`src/rtl/hip_int_rcv.sv`:
```
// HIP board-side interrupt receiver: sync, glitch filter, pending latch
// and fixed-priority REQ/ACK presentation of one source at a time.
module hip_int_rcv #(
    parameter int NUM_INT     = 8,
    parameter int FILT_CYCLES = 4
) (
    input  logic               RST_CPLD_CLK,
    input  logic               CPLD_RST,
    input  logic [NUM_INT-1:0] INT_IN_,
    input  logic [NUM_INT-1:0] INT_MASK,
    input  logic               INT_ACK,
    output logic               INT_REQ,
    output logic [2:0]         INT_VEC,
    output logic [NUM_INT-1:0] INT_PEND,
    output logic [NUM_INT-1:0] INT_OVR
);

    typedef enum logic [1:0] {
        IDLE,
        REQ,
        WAIT_REL
    } state_t;

    state_t state, state_n;

    // Levels kept in pin polarity: 1 = deasserted
    logic [NUM_INT-1:0] sync1, sync2, filt, filt_d;
    logic [3:0]         cnt [NUM_INT];

    logic [NUM_INT-1:0] rise, clr, live;
    logic [2:0]         pick, vec_n;

    always_ff @(posedge RST_CPLD_CLK or posedge CPLD_RST) begin
        if (CPLD_RST) begin
            sync1  <= '1;
            sync2  <= '1;
            filt   <= '1;
            filt_d <= '1;
            for (int i = 0; i < NUM_INT; i++) cnt[i] <= 4'd0;
        end else begin
            sync1  <= INT_IN_;
            sync2  <= sync1;
            filt_d <= filt;
            for (int i = 0; i < NUM_INT; i++) begin
                if (sync2[i] == filt[i]) begin
                    cnt[i] <= 4'd0;
                end else if (cnt[i] + 4'd1 == 4'(FILT_CYCLES)) begin
                    filt[i] <= sync2[i];
                    cnt[i]  <= 4'd0;
                end else begin
                    cnt[i] <= cnt[i] + 4'd1;
                end
            end
        end
    end

    assign rise = filt_d & ~filt;
    assign live = INT_PEND & ~INT_MASK;

    always_comb begin
        pick = 3'd0;
        for (int i = NUM_INT - 1; i >= 0; i--) begin
            if (live[i]) pick = 3'(i);
        end
    end

    always_comb begin
        state_n = state;
        vec_n   = INT_VEC;
        clr     = '0;
        unique case (state)
            IDLE: begin
                if (|live) begin
                    state_n = REQ;
                    vec_n   = pick;
                end
            end
            REQ: begin
                if (INT_ACK) begin
                    state_n = WAIT_REL;
                    for (int i = 0; i < NUM_INT; i++) begin
                        clr[i] = (INT_VEC == 3'(i));
                    end
                end
            end
            WAIT_REL: begin
                if (!INT_ACK) state_n = IDLE;
            end
            default: state_n = IDLE;
        endcase
    end

    // A new edge on a bit being acked keeps it pending but drops overrun
    always_ff @(posedge RST_CPLD_CLK or posedge CPLD_RST) begin
        if (CPLD_RST) begin
            state    <= IDLE;
            INT_REQ  <= 1'b0;
            INT_VEC  <= 3'd0;
            INT_PEND <= '0;
            INT_OVR  <= '0;
        end else begin
            state    <= state_n;
            INT_REQ  <= (state_n == REQ);
            INT_VEC  <= vec_n;
            INT_PEND <= (INT_PEND & ~clr) | rise;
            INT_OVR  <= (INT_OVR | (rise & INT_PEND)) & ~clr;
        end
    end

endmodule

```
`config.mk`:
```
export PLATFORM = sky130hd
export DESIGN_NAME = hip_int_rcv
export DESIGN_NICKNAME = d
export VERILOG_FILES = /design/src/rtl/hip_int_rcv.sv
export SDC_FILE = /design/constraint.sdc
export NUM_CORES = 1
export LEC_CHECK = 0
export CAP_MARGIN = 10
export CELL_PAD_IN_SITES_DETAIL_PLACEMENT = 1
export CELL_PAD_IN_SITES_GLOBAL_PLACEMENT = 1
export CORE_ASPECT_RATIO = 1.25
export CORE_MARGIN = 2
export CORE_UTILIZATION = 51
export CTS_BUF_LIST = sky130_fd_sc_hd__clkbuf_4 sky130_fd_sc_hd__clkbuf_8
export DETAILED_ROUTE_END_ITERATION = 10
export PLACE_DENSITY = 0.93
export SYNTH_ARGS = -nofsm -noshare
export SYNTH_HDL_FRONTEND = slang
export SYNTH_SLANG_ARGS = --single-unit
```
`constraint.sdc`:
```
create_clock -name RST_CPLD_CLK -period 6.2 [get_ports RST_CPLD_CLK]
set_input_delay 0.62 -clock RST_CPLD_CLK [delete_from_list [all_inputs] [get_ports RST_CPLD_CLK]]
set_output_delay 0.62 -clock RST_CPLD_CLK [all_outputs]
set_load 0.1 [all_outputs]
```
==> flow_metrics.env <==
export IMPL_grt_max_degree=87
export IMPL_min_period_ps=2650
export IMPL_cp_start_kind="flop"
export IMPL_cts_clk_slew_worst_paths_ps=80
export IMPL_critPathLaunch="INT_VEC[0]$_DFFE_PP0P_"
export IMPL_insertion_delay_ps=350
export IMPL_r2r_start="cnt[12]$_DFF_PP0_"
export IMPL_post_cts_buffers=0
export IMPL_status="complete, no violations"
export IMPL_dr_pass1_iters=4
export IMPL_yosys_cell_types_count=38
export IMPL_layoutNonFillerInstCount=412
export IMPL_critPathCaptureType="output pin"
export IMPL_path_class="flop to output pin"
export IMPL_cp_num_buf_inv=1
export IMPL_dpl_hpwl_um=5310
export IMPL_fin_tns_setup_ps=0
export IMPL_ir_drop_v=0.000263
export IMPL_synth_area_sq_um=3500
export IMPL_nFillCells=636
export IMPL_ys_seq_area_share_pct=62.6
export IMPL_critPathRequiredTime_ps=5580
export IMPL_synthCells=272
export IMPL_vias=2267
export IMPL_numCtsBuffers=9
export IMPL_cts_tree="built"
export IMPL_grt_first_pass_wirelength_um=12700
export IMPL_wl_per_cell_um=18.0
export IMPL_leakagePower_nw=1.76
export IMPL_crit_family="buffers and inverters"
export IMPL_power_density_nw_per_um2=535
export IMPL_htreeDepth=3
export IMPL_grt_usage_pct=22.2
export IMPL_cts_sinks=86
export IMPL_setup_viol=0
export IMPL_worstPathArrival_ps=2030
export IMPL_ctsHoldBuffers=0
export IMPL_viasPerCell=5.50
export IMPL_core_rowCount=33
export IMPL_finalInstanceArea_sq_um=4210
export IMPL_drc=0
export IMPL_skew_ps=6.98
export IMPL_post_dp_cell_area_sq_um=3990
export IMPL_place_congestion=0.824
export IMPL_hold_viol=0
export IMPL_slowest_delay_ps=1200
export IMPL_grt_pass1_vias=2594
export IMPL_final_nets=351
export IMPL_hold_path_class="flop to flop"
export IMPL_relSlewSlack_pct=31.0
export IMPL_ios=39
export IMPL_grt_overflow_total=0
export IMPL_die_area_sq_um=7550
export IMPL_wl_um=7420
export IMPL_ys_warn_count=0
export IMPL_rsz0062_at_grt="false"
export IMPL_die_w_um=78.1
export IMPL_fin_crit_sh_pct=42.8
export IMPL_dp_cells=397
export IMPL_max_cap_violations=0
export IMPL_area_growth_pct=20.1
export IMPL_drtAntennaViolNets=0
export IMPL_die_y_um=96.6
export IMPL_antenna_found_initial=0
export IMPL_drtIter0Drc=128
export IMPL_post_cts_resize_count=0
export IMPL_clk_root_buffer_cell="clkbuf_8"
export IMPL_synthesis_nets=302
export IMPL_avgSynthCellArea_sq_um=12.9
export IMPL_start_util_pct=53.0
export IMPL_drive_gt1_share_pct=19.1
export IMPL_min_from="sync1[2]$_DFF_PP1_"
export IMPL_coreArea_sq_um=6610
export IMPL_crit_chain="clkdlybuf4s50_1"
export IMPL_max_freq_mhz=377
export IMPL_finalHoldWorstSlack_ps=349
export IMPL_report_final_slew_viol_count=0
export IMPL_n_antenna_cell=0
export IMPL_ys_ff_latch=86
export IMPL_clock_path_buffers=2
export IMPL_tightest_slew_ps=1030
export IMPL_crit_slowest_cell="clkdlybuf4s50_1"
export IMPL_crit_fanout=9
export IMPL_numPortBuffers=38
-- power breakdown --
| group | switching [mW] | internal (mW) | leakage [nW] |
|---|---|---|---|
| logic | 0.642 | 0.279 | 0.658 |
| clock network | 0.185 | 0.233 | 0.106 |
| registers | 0.152 | 0.760 | 0.991 |
| total | 0.980 | 1.27 | 1.76 |
-- stage by stage --
stage	utilization [%]	setup WS (ps)	power, mW
2_1_floorplan	-	3410	1.58
3_3_place_gp	60.5	3970	1.79
3_5_place_dp	60.5	3900	1.85
4_1_cts	63.7	3510	2.28
5_1_grt	63.7	3460	2.37
6_report	63.7	3550	2.25
-- synthesized netlist by cell type --
master / number / area (sq um)
and3_1: 1 / 6.26
nor3b_4: 1 / 18.8
buf_2: 1 / 5.00
mux2_4: 2 / 30.0
o21a_2: 2 / 17.5
mux2_1: 2 / 22.5
nand3_1: 11 / 55.1
nor4b_2: 2 / 30.0
a21o_1: 7 / 52.6
a21boi_1: 2 / 15.0
a31oi_1: 4 / 25.0
a21oi_1: 25 / 125
nand2b_4: 1 / 13.8
xnor2_1: 10 / 87.6
mux2_2: 5 / 56.3
nor2b_1: 20 / 125
xor2_1: 10 / 87.6
o21ai_0: 3 / 15.0
nand2_1: 6 / 22.5
or2_1: 1 / 6.26
nand2b_1: 12 / 75.1
a311o_1: 1 / 10.0
o21ai_1: 1 / 5.00
dfrtp_1: 54 / 1350
nand4b_1: 2 / 17.5
nand3b_1: 5 / 37.5
dfstp_2: 32 / 841
ha_1: 11 / 138
nor2_1: 10 / 37.5
and3b_1: 2 / 17.5
and2_1: 1 / 6.26
nor3_1: 10 / 50.1
nor3b_1: 7 / 52.6
inv_1: 4 / 15.0
a21boi_0: 1 / 7.51
and4b_1: 1 / 10.0
o22ai_1: 1 / 6.26
nand4_1: 1 / 6.26
-- kinds of logic (layout without fill, tap and decap cells) --
group | after synthesis | count (layout) | share of synthesized area [%]
and+or+nand+nor | 94 | 94 | 16.8
DFF | 86 | 86 | 62.6
AOI/OAI and AO/OA | 47 | 47 | 7.97
xor gates and xnor gates | 20 | 20 | 5.00
adders and majority gates | 11 | 11 | 3.93
muxes | 9 | 9 | 3.11
buffers and inverters | 5 | 58 | 0.572
-- state kept, by name (all words and copies together), names as in the netlist --
signal	cells
INT_OVR	8
INT_PEND	8
INT_REQ	1
INT_VEC	3
cnt	32
filt	8
filt_d	8
state	2
sync1	8
sync2	8
-- final timing paths --
| check | to | slack [ps] | cells after the start |
|---|---|---|---|
| hold reg to reg | sync2[2]$_DFF_PP1_ | 350 | 0 |
| min in group asynchronous | cnt[14]$_DFF_PP0_ | 920 | 3 |
| setup reg to reg | filt[4]$_DFFE_PP1P_ | 4630 | 4 |
| max in group asynchronous | state[1]$_DFF_PP0_ | 4620 | 3 |
| hold / removal | sync2[2]$_DFF_PP1_ | 350 | 0 |
| setup / recovery | INT_VEC[0] | 3550 | 1 |
-- final cells by class --
| class | count | area, sq um | share of cell area [%] |
|---|---|---|---|
| clock buffers | 11 | 139 | 3.30 |
| clock inverters | 4 | 72.6 | 1.73 |
| inverters | 4 | 16.3 | 0.387 |
| multi-input cells | 181 | 1290 | 30.6 |
| flip-flops and latches | 86 | 2190 | 52.1 |
| well taps | 87 | 109 | 2.59 |
| repair buffers | 39 | 388 | 9.22 |
-- cells in the final DEF, fill, tap and decap left out, drive strengths merged, types with 3 or more instances in the layout --
master and instances:
dfrtp 54, clkdlybuf4s50 38, dfstp 32, a21oi 25
nor2b 20, nand2b 13, nand3 11, ha 11
clkbuf 11, nor2 10, xnor2 10, nor3 10
xor2 10, mux2 9, nor3b 8, a21o 7
nand2 6, nand3b 5, a31oi 4, o21ai 4
inv 3, a21boi 3
-- per-layer routing --
layer  global-route usage [%]  vias to the layer above  wire (um)
li1                         -                     1044          -
met5                        0                        -          0
met3                     5.41                       13        303
met1                     26.2                     1169       2920
met2                     37.3                       41       4000
met4                     11.5                        0        202
No activity file was read; power rests on OpenSTA's default activity.
